$ cat config.mk
export PLATFORM = sky130hd
export DESIGN_NAME = seg7_frame_reader
export DESIGN_NICKNAME = d
export VERILOG_FILES = /design/src/rtl/seg7_frame_reader.sv
export SDC_FILE = /design/constraint.sdc
export NUM_CORES = 1
export LEC_CHECK = 0
export ABC_AREA = 1
export CAP_MARGIN = 20
export CORE_MARGIN = 2
export CORE_UTILIZATION = 50
export CTS_CLUSTER_SIZE = 24
export DETAILED_ROUTE_END_ITERATION = 16
export DONT_BUFFER_PORTS = 1
export GPL_TIMING_DRIVEN = 0
export PLACE_DENSITY = 0.7
export SYNTH_ARGS = -nofsm -noshare
export SYNTH_HDL_FRONTEND = slang
export SYNTH_SLANG_ARGS = --single-unit
$ cat constraint.sdc
create_clock -name clk -period 2.8 [get_ports clk]
set_input_delay 0.7 -clock clk [delete_from_list [all_inputs] [get_ports clk]]
set_output_delay 0.7 -clock clk [all_outputs]
set_load 0.05 [all_outputs]
$ cat src/rtl/seg7_frame_reader.sv
// Multiplexed 7-segment bus readback: filters each strobed digit for stability,
// decodes it to BCD / blank / error and hands complete frames off over valid/ready.
module seg7_frame_reader #(
  parameter int unsigned NDIG   = 4,
  parameter int unsigned STABLE = 3
) (
  input  logic              clk,
  input  logic              rst,
  input  logic [6:0]        seg,
  input  logic [NDIG-1:0]   digit_sel,
  input  logic              out_ready,
  output logic              out_valid,
  output logic [4*NDIG-1:0] bcd_out,
  output logic [NDIG-1:0]   blank_out,
  output logic [NDIG-1:0]   err_out,
  output logic              overrun
);

  localparam int unsigned CW      = 4;
  localparam int unsigned BW      = 4 * NDIG;
  localparam logic [CW-1:0] CNT_MAX = CW'(STABLE);
  localparam logic [CW-1:0] CNT_CAP = CW'(STABLE - 1);
  localparam logic [NDIG-1:0] ALL_ONES = {NDIG{1'b1}};

  // Sample history and stability tracking
  logic [NDIG-1:0] prev_sel;
  logic [6:0]      prev_seg;
  logic [CW-1:0]   cnt;
  logic            armed;

  // Frame assembly
  logic [NDIG-1:0] mask;
  logic [BW-1:0]   asm_bcd;
  logic [NDIG-1:0] asm_blank;
  logic [NDIG-1:0] asm_err;
  logic            done;

  // Combinational helpers
  logic            sel_onehot;
  logic            same;
  logic            restart;
  logic [CW-1:0]   cnt_nxt;
  logic            capture;
  logic            armed_nxt;
  logic [NDIG-1:0] mask_set;
  logic            frame_full;
  logic [NDIG-1:0] mask_nxt;
  logic [3:0]      dec_nib;
  logic            dec_blank;
  logic            dec_err;
  logic            load;
  logic            drop;
  logic            accept;

  // Segment pattern to BCD / blank / error decode
  always_comb begin
    dec_nib   = 4'hF;
    dec_blank = 1'b0;
    dec_err   = 1'b0;
    case (seg)
      7'h3F: dec_nib = 4'd0;
      7'h06: dec_nib = 4'd1;
      7'h5B: dec_nib = 4'd2;
      7'h4F: dec_nib = 4'd3;
      7'h66: dec_nib = 4'd4;
      7'h6D: dec_nib = 4'd5;
      7'h7D: dec_nib = 4'd6;
      7'h07: dec_nib = 4'd7;
      7'h7F: dec_nib = 4'd8;
      7'h6F: dec_nib = 4'd9;
      7'h00: begin
        dec_nib   = 4'h0;
        dec_blank = 1'b1;
      end
      default: begin
        dec_nib = 4'hF;
        dec_err = 1'b1;
      end
    endcase
  end

  // Stability counter update and capture qualification
  always_comb begin
    sel_onehot = $onehot(digit_sel);
    same       = (digit_sel == prev_sel) && (seg == prev_seg);
    restart    = 1'b1;
    cnt_nxt    = '0;
    if (sel_onehot && same) begin
      restart = 1'b0;
      if (cnt == CNT_MAX) begin
        cnt_nxt = cnt;
      end else begin
        cnt_nxt = cnt + CW'(1);
      end
    end
    // A restart re-arms in the same cycle, so a single-sample filter captures at once
    capture = sel_onehot && (cnt_nxt == CNT_CAP) && (armed || restart);
    if (capture) begin
      armed_nxt = 1'b0;
    end else if (restart) begin
      armed_nxt = 1'b1;
    end else begin
      armed_nxt = armed;
    end
  end

  // Capture mask bookkeeping; a full frame clears the mask so the next one starts fresh
  always_comb begin
    mask_set   = capture ? (mask | digit_sel) : mask;
    frame_full = (mask_set == ALL_ONES);
    mask_nxt   = frame_full ? '0 : mask_set;
  end

  // Output-side decisions for a frame that completed last cycle
  always_comb begin
    accept = out_valid && out_ready;
    load   = done && (!out_valid || out_ready);
    drop   = done && out_valid && !out_ready;
  end

  // Sample history and stability state
  always_ff @(posedge clk) begin
    if (rst) begin
      prev_sel <= '0;
      prev_seg <= '0;
      cnt      <= '0;
      armed    <= 1'b1;
    end else begin
      prev_sel <= digit_sel;
      prev_seg <= seg;
      cnt      <= cnt_nxt;
      armed    <= armed_nxt;
    end
  end

  // Assembly slots, mask and frame-complete flag
  always_ff @(posedge clk) begin
    if (rst) begin
      mask      <= '0;
      asm_bcd   <= '0;
      asm_blank <= '0;
      asm_err   <= '0;
      done      <= 1'b0;
    end else begin
      mask <= mask_nxt;
      done <= frame_full;
      for (int i = 0; i < int'(NDIG); i++) begin
        if (capture && digit_sel[i]) begin
          asm_bcd[4*i +: 4] <= dec_nib;
          asm_blank[i]      <= dec_blank;
          asm_err[i]        <= dec_err;
        end
      end
    end
  end

  // Output registers, handshake and sticky overrun
  always_ff @(posedge clk) begin
    if (rst) begin
      out_valid <= 1'b0;
      bcd_out   <= '0;
      blank_out <= '0;
      err_out   <= '0;
      overrun   <= 1'b0;
    end else begin
      if (load) begin
        out_valid <= 1'b1;
        bcd_out   <= asm_bcd;
        blank_out <= asm_blank;
        err_out   <= asm_err;
      end else if (accept) begin
        out_valid <= 1'b0;
      end
      if (drop) begin
        overrun <= 1'b1;
      end
    end
  end

endmodule
==> results.ini <==
[cells_and_area]
final_layout_size_suffix_gt1_share_pct = 14.0
fin_cells = 471
final_cell_mix = dfxtp_1 (71), inv_1 (52), nand2_1 (52)
area_delta_synth_final_pct = 13.9
final_nets = 412
fin_area_um2 = 3360
final_common_cell = dfxtp_1
n_fill_cell = 493
diodes = 0

[synthesis]
synth_fa_ha_area_share_pct = 1.95
synth_xor_area_share_pct = 1.19
synthMuxAreaShare_pct = 0
ys_warn_count = 0
syn_area_um2 = 2950
syn-num-nets = 399
synth.avg_cell_area_um2 = 7.75
synth_top_cell_by_area = dfxtp_1
synth_area_leaders = dfxtp_1 (48%), a21oi_1 (7.8%), nand2_1 (7.1%)
synth_top_area_share_pct = 48.2
synth-simple-area-share_pct = 20.4
ys_types = 29
synth_top_family_by_area = simple AND/OR/NAND/NOR gates
synth_seq_cells = 71
syn_inst = 381
seq_area_frac_synth_pct = 48.2
synth-compound-area-share_pct = 17.4

[run]
drv_cap = 0

[timing]
slew_headroom_pct = 64.4
drv_slew = 0
fmax_mhz = 374
min_period_over_period_pct = 95.4
fin_ws_ns = 0.128
hold_violations = 0
finClkSkew_ns = 0.00960
setup_violations = 0
tightest_slew_ns = 0.533
fin_crit_ns = 2.67
rsz0062_at_grt = true

[power]
power.density_nw_per_um2 = 603
peakVddDrop_mv = 0.423
power_mw = 2.03
power.leakage_nw = 1.37

[clock_network]
insertion_delay_ns = 0.35
cts_inserted_buffers = 9
cts_tree = done
clock_tree.buffer_depth = 2
holdBufCountCts = 0
htreeDepth = 3
cts_root_buf = clkbuf_8
cts_sinks = 71
clk_pin_slew_ns = 0.07

[critical_path]
end_kind = flop
rr_worst_depth = 12
startpoint_type = primary input
cp.arrival_ns = 2.89
crit_fanout = 5
r2r_slack_ns = 0.80
crit_required_ns = 3.02
worstSetupPathType = in -> reg

[global_route]
grt-ovfl-total = 0
grt.total_usage_pct = 20.3
grt_pass1_vias = 2194
grt_pass1_wl_mm = 10.1
antenna_found_initial = 0
grt_max_degree = 14

[status]
status = finished, final reports clean

[detailed_routing]
via_count = 2469
firstDrtPassIters = 4
wl_mm = 6.04
drtAntennaViolNets = 0
post_drt_via_cell_ratio = 5.24
route.detailed.drc = 0
initialDrtViolationCount = 141
wl_per_cell_um = 12.8

[die]
rows = 27
dieArea_um2 = 6530
initial_utilization_pct = 52.6
die_x_um = 80.8
dieHeight_um = 80.8
core_region_area_um2 = 5610
io_pins = 40

[place]
io_buffers = 0
dpl.cell_count = 453
gp_congestion = 0.874
place_ws_ns = -0.300
post_dp_cell_area_um2 = 3070
dpl.hpwl_mm = 4.28

[worst_hold_path]
hold_class = in -> reg
worstHoldPathCells = 2

layer usage:
layer / wire length, µm / share of wire [%] / GRT usage [%] / vias to the layer above
met5: 0 / 0 / 0 / -
met4: 81 / 1.3 / 5.25 / 0
met3: 327 / 5.4 / 8.11 / 12
met2: 2860 / 47 / 33.0 / 54
met1: 2770 / 46 / 25.1 / 1143
li1: - / - / - / 1260
report_power, final:
part	switching (mW)	internal, mW
combinational	0.0657	0.0379
clock	0.399	0.502
sequential	0.00352	1.02
Yosys cell counts (all sizes together):
library cell / n
buf: 8
nor3: 11
nand3b: 1
nand2: 59
o21ai: 44
fa: 1
ha: 3
a31oi: 1
inv: 60
clkbuf: 8
xnor2: 4
o211a: 4
a21oi: 46
or2: 1
nor4: 1
a32oi: 1
nand4: 4
dfxtp: 71
nor2: 38
o211ai: 1
nand3: 14
per-stage QoR:
stage / setup TNS [ns] / util, % / hold WS [ns]
2_1_floorplan: -0.165 / - / 0.430
3_3_place_gp: -5.06 / 54.8 / 0.439
3_5_place_dp: -5.53 / 54.8 / 0.447
4_1_cts: 0 / 58.7 / 0.436
5_1_grt: -0.0212 / 60.0 / 0.432
6_report: 0 / 60.0 / 0.442
what timing repair did:
| item | CTS | global route |
|---|---|---|
| resized for setup | 0 | 11 |
| buffers inserted | 0 | 2 |
| endpoints found under the setup margin | 0 | 5 |
registers in the layout, summed over array words and instances, names as in the netlist:
| signal | cells |
|---|---|
| mask | 4 |
| out_valid | 1 |
| done | 1 |
| overrun | 1 |
| asm_err | 4 |
| cnt | 4 |
| asm_blank | 4 |
| prev_seg | 7 |
| prev_sel | 4 |
| armed | 1 |
| blank_out | 4 |
| asm_bcd | 16 |
| bcd_out | 16 |
| err_out | 4 |
cell families after synthesis:
kind of cell               after synthesis
and+or+nand+nor                        129
xor gates and xnor gates                 4
DFF                                     71
AOI/OAI and AO/OA                       97
adders and majority gates                4
buffers and inverters                   76
final timing paths:
path / to / start
setup / recovery: mask[0] / digit_sel[0]
hold / removal: prev_sel[0] / digit_sel[0]
setup reg to reg: mask[0] / cnt[0]
hold reg to reg: blank_out[3] / asm_blank[3]
final cells by class:
cell class	instances	area [µm²]	area share [%]
sequential	71	1420	42.3
multi-input combinational	234	1280	38.2
inverter	60	233	6.92
clock buffer	9	124	3.68
buffer	16	97.6	2.90
clock inverter	7	96.3	2.87
tap	72	90.1	2.68
timing repair buffer	2	15.0	0.447
worst max-delay path: stages:
cell and delay (ns):
inv_8 0.01, fa_1 0.52, inv_1 0.04, ha_2 0.17
ha_4 0.21, inv_2 0.04, nand2_2 0.05, nor2_4 0.09
nand3_1 0.08, nor2_1 0.10, nand2_1 0.10, nor2_4 0.25
nand3_4 0.15, nand2_4 0.11, nand2_4 0.06, nor2_4 0.15
nor3_1 0.06
Note: power is estimated with default switching activity, not from simulation.
